<file path="src/rtl/twiddle_sequencer_pkg.sv">
// -----------------------------------------------------------------------------
// twiddle_sequencer_pkg
//   Shared definitions for the radix-4 stage twiddle sequencing:
//   - quarter_e      : which quarter of the stage sub-FFT a sample falls in
//   - TW_MAX_W       : widest sub-FFT index the helper function supports
//   - twiddle_number : maps (quarter, offset) to the twiddle number n
//                      (0, 2k, k, 3k for quarters 0..3), multiplier-free.
// -----------------------------------------------------------------------------
package twiddle_sequencer_pkg;

    localparam int TW_MAX_W = 16;

    typedef enum logic [1:0] {
        QUARTER_0 = 2'd0,
        QUARTER_1 = 2'd1,
        QUARTER_2 = 2'd2,
        QUARTER_3 = 2'd3
    } quarter_e;

    // 3k is formed as 2k + k so no multiplier is inferred.
    function automatic logic [TW_MAX_W-1:0] twiddle_number(
        input quarter_e              q,
        input logic [TW_MAX_W-1:0]   k
    );
        case (q)
            QUARTER_0: return '0;
            QUARTER_1: return k << 1;
            QUARTER_2: return k;
            default:   return (k << 1) + k;
        endcase
    endfunction

endpackage

</file>
<file path="src/rtl/flag_delay.sv">
// -----------------------------------------------------------------------------
// flag_delay
//   Fixed-depth shift pipeline for a bundle of 1-bit flags.
//   Ports:
//     clock   : rising-edge clock
//     reset   : synchronous active-high reset, clears every stage
//     flags   : WIDTH-bit input bundle
//     delayed : flags delayed exactly DEPTH cycles
// -----------------------------------------------------------------------------
module flag_delay #(
    parameter int WIDTH = 1,
    parameter int DEPTH = 1
) (
    input  logic             clock,
    input  logic             reset,
    input  logic [WIDTH-1:0] flags,
    output logic [WIDTH-1:0] delayed
);

    logic [WIDTH-1:0] pipe [DEPTH];

    // NOTE: every stage is reset (not just the head) so that samples in flight
    // when reset hits can never emerge afterwards as spurious valids.
    always_ff @(posedge clock) begin
        if (reset) begin
            for (int i = 0; i < DEPTH; i++) pipe[i] <= '0;
        end else begin
            pipe[0] <= flags;
            for (int i = 1; i < DEPTH; i++) pipe[i] <= pipe[i-1];
        end
    end

    assign delayed = pipe[DEPTH-1];

endmodule

</file>
<file path="src/rtl/twiddle_sequencer.sv">
// -----------------------------------------------------------------------------
// twiddle_sequencer
//   Generates twiddle table addresses for one FFT stage of sub-FFT size
//   M = 2^LOG_M inside an N = 2^LOG_N point transform, plus the valid,
//   bypass and last flags aligned with the twiddle at the multiplier.
//   Ports:
//     clock     : rising-edge clock
//     reset     : synchronous active-high reset
//     di_en     : input sample valid
//     di_start  : frame realign (only with di_en)
//     tw_addr   : twiddle number scaled to the N-point table (held when idle)
//     tw_req    : tw_addr valid
//     do_en     : tw_req delayed LAT cycles
//     do_bypass : twiddle number is zero, multiplier may be bypassed
//     do_last   : last sample (index M-1) of the stage frame
// -----------------------------------------------------------------------------
module twiddle_sequencer
    import twiddle_sequencer_pkg::*;
#(
    parameter int LOG_N = 6,
    parameter int LOG_M = 6,
    parameter int LAT   = 2
) (
    input  logic             clock,
    input  logic             reset,
    input  logic             di_en,
    input  logic             di_start,
    output logic [LOG_N-1:0] tw_addr,
    output logic             tw_req,
    output logic             do_en,
    output logic             do_bypass,
    output logic             do_last
);

    localparam logic [LOG_M-1:0] IDX_LAST = '1;

    logic [LOG_M-1:0]    cnt;
    logic [LOG_M-1:0]    idx;
    logic [LOG_M-1:0]    n;
    logic [TW_MAX_W-1:0] k_ext;
    quarter_e            q;
    logic                tw_bypass;
    logic                tw_last;

    // A realigning sample is index 0 regardless of where the counter was.
    assign idx = di_start ? '0 : cnt;
    assign q   = quarter_e'(idx[LOG_M-1 -: 2]);

    generate
        if (LOG_M > 2) begin : g_offset
            assign k_ext = TW_MAX_W'(idx[LOG_M-3:0]);
        end else begin : g_no_offset
            assign k_ext = '0;
        end
    endgenerate

    // 3k < 3M/4, so the LOG_M-bit truncation never loses information.
    assign n = LOG_M'(twiddle_number(q, k_ext));

    // NOTE: state registers use non-blocking assignments so every register
    // samples the pre-edge values, independent of statement order.
    always_ff @(posedge clock) begin
        if (reset) begin
            cnt       <= '0;
            tw_addr   <= '0;
            tw_req    <= 1'b0;
            tw_bypass <= 1'b0;
            tw_last   <= 1'b0;
        end else begin
            tw_req    <= di_en;
            tw_bypass <= di_en && (n == '0);
            tw_last   <= di_en && (idx == IDX_LAST);
            if (di_en) begin
                cnt     <= idx + LOG_M'(1);
                tw_addr <= LOG_N'(n) << (LOG_N - LOG_M);
            end
        end
    end

    flag_delay #(
        .WIDTH (3),
        .DEPTH (LAT)
    ) u_flag_delay (
        .clock   (clock),
        .reset   (reset),
        .flags   ({tw_req, tw_bypass, tw_last}),
        .delayed ({do_en, do_bypass, do_last})
    );

endmodule

</file>
<file path="config.mk">
export PLATFORM = sky130hd
export DESIGN_NAME = twiddle_sequencer
export DESIGN_NICKNAME = d
export VERILOG_FILES = /design/src/rtl/twiddle_sequencer_pkg.sv /design/src/rtl/flag_delay.sv /design/src/rtl/twiddle_sequencer.sv
export SDC_FILE = /design/constraint.sdc
export NUM_CORES = 1
export LEC_CHECK = 0
export ABC_AREA = 1
export BUFFER_PORTS_ARGS = -buffer_cell sky130_fd_sc_hd__buf_2
export CAP_MARGIN = 40
export CORE_MARGIN = 2
export CORE_UTILIZATION = 58
export CTS_CLUSTER_DIAMETER = 30
export DETAILED_ROUTE_END_ITERATION = 10
export PLACE_DENSITY = 0.81
export REMOVE_ABC_BUFFERS = 1
export SLEW_MARGIN = 0
export SYNTH_ARGS = -nofsm -noshare
export SYNTH_HDL_FRONTEND = slang
export SYNTH_SLANG_ARGS = --single-unit
</file>
<file path="constraint.sdc">
create_clock -name clock -period 2.6 [get_ports clock]
set_input_delay 0.78 -clock clock [delete_from_list [all_inputs] [get_ports clock]]
set_output_delay 0.78 -clock clock [all_outputs]
set_load 0.1 [all_outputs]
</file>
## Yosys cells after proc, flatten, opt, wreduce, memory -nomap -nowiden

Memory sizes are Yosys's and may differ from the RTL's.
Cells that the tools add are included.

| storage, ports and cells | value |
|---|---|
| register bits after elaboration | 15 |
| bits in latches | 0 |
| RAM bits | 6 |
| bits in read-only memories | 0 |
| input port bits | 4 |
| output and inout bits | 10 |
| word-level logic and storage cells | 24 |
| memories kept | 1 |

| cells by class | value |
|---|---|
| add/subtract/negate cells | 2 |
| $mul | 0 |
| div/mod/pow operators | 0 |
| magnitude comparators | 0 |
| equality and inequality tests | 3 |
| shifts and indexed selects | 0 |
| muxes and demuxes | 7 |
| bitwise gates (word level) | 2 |
| reduce and logical (&&, ||, !) cells | 4 |

Memory list:

| name | depth | bits a word | rd ports | clocked after memory_dff | wr ports | line | source |
|---|---|---|---|---|---|---|---|
| u_flag_delay.pipe | 2 | 3 | 2 | 0 | 2 | flag_delay.sv:20 | `logic [WIDTH-1:0] pipe [DEPTH];` |

Operators with widths:

| operator | count |
|---|---|
| $pmux 6 s3 | 1 |
| $add 5x4->6 | 1 |
| $add 6x1->6 const B | 1 |
| $eq 6x6->1 const B | 1 |
| $logic_not 6->1 | 1 |
| $mux 3 | 2 |
| $mux 6 | 1 |
| $mux 1 | 3 |
| $eq 2x1->1 const B | 1 |
| $eq 2x2->1 const B | 1 |
| $logic_and 1x1->1 | 2 |
| $logic_not 2->1 | 1 |
| $or 1x1->1 | 2 |

## Logic depth before layout (Yosys ltp)

| logic depth | value |
|---|---|
| depth in word-level cells | 5 |
| depth in mapped cells | 13 |
| gate-level depth less buffers | 13 |

## Modules after synthesis

Synthesis repeated with hierarchy kept, for this count alone.

| unflattened totals | value |
|---|---|
| cells, all modules | 150 |
| area total of the unflattened synthesis | 1,002.2 um^2 |

Modules (own cells, without submodules):

| module | instances | cells each | area an instance (um^2) | sequential area each (um^2) |
|---|---|---|---|---|
| twiddle_sequencer | 1 | 129 | 814.5 | 300.3 |
| flag_delay | 1 | 21 | 187.7 | 120.1 |

## Worst setup path before layout

OpenSTA, ideal clock, no wires.

| timing path | value |
|---|---|
| path kind | input-to-reg |
| start | in di_start |
| end | reg tw_addr[3] |
| library setup time | 109 ps |
| arrival time | 1,682 ps |
| data required time | 2,491 ps |
| setup slack | 809 ps |
| cell stages on the path | 13 |
| path buffers | 0 |
| cells stage by stage | inv_2 > nand3_2 > inv_2 > nor2_1 > ha_1 > inv_1 > nand2_1 > inv_1 > nand2_1 > nand3_1 > nand3_1 > nand2_1 > inv_1 |

| between the ends | value |
|---|---|
| cells in the longest elaborated chain, start to end | 3 |
| elaborated cells on any way between the ends | 6 |
| those cells by class | 1 x add/sub; 2 x eq/ne; 2 x mux; 1 x reduce/logical |

Ends and longest elaborated chain:

| element | line | source |
|---|---|---|
| start: declaration | twiddle_sequencer.sv:27 | `input logic di_start,` |
| $mux 6 (*) | twiddle_sequencer.sv:46 | `assign idx = di_start ? '0 : cnt;` |
| $add 5x4->6 (tied with other cells) | twiddle_sequencer_pkg.sv:29 | `default: return (k << 1) + k;` |
| $pmux 6 s3 (*) | twiddle_sequencer_pkg.sv:25 | `case (q)` |
| end signal: assignment | twiddle_sequencer.sv:75 | `tw_addr <= LOG_N'(n) << (LOG_N - LOG_M);` |
| end: declaration | twiddle_sequencer.sv:28 | `output logic [LOG_N-1:0] tw_addr,` |

Mark *: on every way between the ends. The rest lies on a longest branch, timed or not.
A chain may end at the register's enable or synchronous reset.

## Worst setup path in the final report

| timing path | value |
|---|---|
| start | reg tw_addr[2] |
| end | out tw_addr[2] |

No word-level cell between the ends.

==> flow_summary.json <==
{
  "preCtsSetupSlack_ns": 0.526,
  "antenna_cells": 0,
  "worst-slew-pin-transition_ns": 0.486,
  "worst_path_arrival_time_ns": 1.10,
  "crit_family": "buffers and inverters",
  "clk_latency_ns": 0.31,
  "portBuffers": 13,
  "leakage_power_of_the_design_uw": 0.000541,
  "tns_ns": 0,
  "flip_flop_and_latch_count_after_synthesis": 21,
  "endpoint_of_the_worst_hold_timing_path": "u_flag_delay.pipe[0][3]",
  "critical_path.endpoint_type": "primary output",
  "hold_violations": 0,
  "start_util": 0.637,
  "synth.distinct_cells": 21,
  "dp_hpwl_um": 1510,
  "grt_max_degree": 21,
  "syn_area_sq_um": 993,
  "cts_buffer_depth": 2,
  "clk_transition_reported_paths_ns": 0.12,
  "worstPathRequired_ns": 1.82,
  "timing.hold.worst.start": "u_flag_delay.pipe[0][0]",
  "rows": 14,
  "finalClockSkew_ns": 0.00235,
  "place_inst": 172,
  "finalCriticalPeriod_ns": 1.88,
  "netlist.area_leader.share": 0.423,
  "grt_setup_unrepaired": "false",
  "regToRegSetupSlack_ns": 1.08,
  "fmax_ghz": 0.531,
  "setup_viol": 0,
  "cts_resized": 0,
  "wirelength_um": 1950,
  "post_drt_via_cell_ratio": 5.02,
  "route.met3.wl_um": 64,
  "post-cts-setup-buffer-count": 0,
  "die_h_um": 45.4,
  "cts_tree": "yes",
  "post_cts_hold_buffer_count": 0,
  "area_delta_synth_final_pct": 9.95,
  "outcome": "finished, final reports clean",
  "routabilityCongestion": 0.868,
  "netlist_top_cells_area": "dfxtp_1, nand2_1, nor2_1",
  "antenna_found_initial": 0,
  "kind_of_start_point_of_the_critical_path": "flop",
  "wl_per_cell_um": 11.1,
  "post_synthesis_cell_count": 146,
  "worst_slack_ns": 0.719,
  "period_utilization": 0.724,
  "cts_made_buffers": 3,
  "met1Wirelength_um": 955,
  "critical_path.max_fanout": 2,
  "critPathSlowestCell": "buf_2",
  "ys_warn_count": 0,
  "overflow": 0,
  "dr.first_iter.drc_count": 20,
  "slew_headroom": 0.678,
  "cp-startpoint": "tw_addr[2]",
  "worstRegToRegCells": 12,
  "final_net_count": 166,
  "cts.htree.levels": 1,
  "worst_hold_path.num_cells": 2,
  "peakVddDrop_mv": 0.427,
  "worstPathCellList": "buf_2",
  "rr_endpoint": "tw_addr[3]",
  "tritoncts_num_sinks": 21,
  "critical_path_buf_inv_count": 1,
  "synth_largest_area_cell": "dfxtp_1",
  "first_pass_grt_wire_length_um": 3190,
  "layoutNonFillerInstCount": 176,
  "synth.avg_cell_area_sq_um": 6.80,
  "synth_seq_area_share": 0.423,
  "first_global_vias": 743,
  "layout-drive-gt1-share": 0.181,
  "setup.worst_path.class": "reg2out",
  "type_of_the_worst_min_delay_path": "reg2reg",
  "route.detailed.drc": 0,
  "num_vias": 883,
  "floorplan.core_area_sq_um": 1560,
  "track_usage": 0.217,
  "firstDrtPassIters": 4,
  "power.density_nw_per_um2": 548,
  "wl_met2_um": 901,
  "clock_tree.root_cell": "clkbuf_4",
  "route.antenna.remaining_nets": 0,
  "die_area_sq_um": 2060,
  "top_signal_layer_used": "met4",
  "cpPeakStageDelay_ns": 0.43,
  "maxCapViolations": 0,
  "r2r_start": "cnt[1]",
  "chipWidth_um": 45.4,
  "floorplan.io_pins": 14,
  "slew_limit_fails": 0
}
==> synth_stat cells <==
master	number
clkbuf_1	1
a21oi_1	6
nor3_1	1
ha_1	1
inv_2	3
nor3_4	1
a21oi_2	1
nand2_2	2
nor2_1	26
a211oi_1	2
buf_2	2
nand2_1	32
nor2_4	1
o211ai_1	1
dfxtp_1	21
inv_1	22
nor2_2	2
nand3_1	10
nand3_2	1
nand2_4	1
o21ai_0	9
==> per-layer routing <==
layer | up-vias | global-route usage
met5 | - | 0
met4 | 0 | 0.0706
met3 | 4 | 0.0476
met2 | 18 | 0.338
met1 | 381 | 0.297
li1 | 480 | -
==> through the flow <==
step | utilization | hold WS (ns) | total power [uW] | cell area (sq um)
6_report | 0.701 | 0.409 | 599 | 1090
5_1_grt | 0.701 | 0.430 | 625 | 1090
4_1_cts | 0.701 | 0.411 | 600 | 1090
3_5_place_dp | 0.683 | 0.394 | 444 | 1060
3_3_place_gp | 0.683 | 0.390 | 442 | 1060
2_1_floorplan | - | 0.388 | 420 | 980
==> cell type report <==
type / instances / area, sq um
Clock buffer: 3 / 22.5
Multi-Input combinational cell: 97 / 465
Tap cell: 16 / 20.0
Timing Repair Buffer: 13 / 65.1
Sequential cell: 21 / 420
Inverter: 25 / 93.8
Clock inverter: 1 / 5.00
Fill cell: 152 / 467
==> placed cells by master, fill, tap and decap left out, types with 2 or more instances in the layout <==
cell and instances:
clkbuf_4 3, inv_2 3, nor2_1 26, dfxtp_1 21
nor2_2 2, a211oi_1 2, buf_2 13, nand3_1 10
o21ai_0 9, nand2_1 32, a21oi_1 6, nand2_2 2
inv_1 22
==> cells by family (layout without fill, tap and decap cells) <==
kind of cell,after synthesis,in the layout,share of synthesized area
fa+ha+maj,1,1,0.0126
simple gates,77,77,0.349
buf+inv,28,42,0.108
flops,21,21,0.423
compound gates,19,19,0.107
==> power by group <==
group	internal, uW	switching [uW]
registers	333	7.78
logic	17.7	77.3
clock network	57.6	105
==> registers in the layout, summed over array words and instances (netlist names) <==
name and flops:
tw_addr 6, tw_bypass 1, tw_req 1, cnt 6, u_flag_delay.pipe 6, tw_last 1
==> worst max path at each step <==
stage	endpoint	slack [ns]	depth (start not counted)
6_report	tw_addr[2]	0.72	1
5_1_grt	tw_addr[2]	0.67	1
4_1_cts	tw_addr[2]	0.71	1
3_5_place_dp	tw_addr[3]	0.53	14
3_3_place_gp	tw_addr[3]	0.56	14
2_1_floorplan	tw_addr[3]	0.81	13
Note: power is estimated with default switching activity, not from simulation.
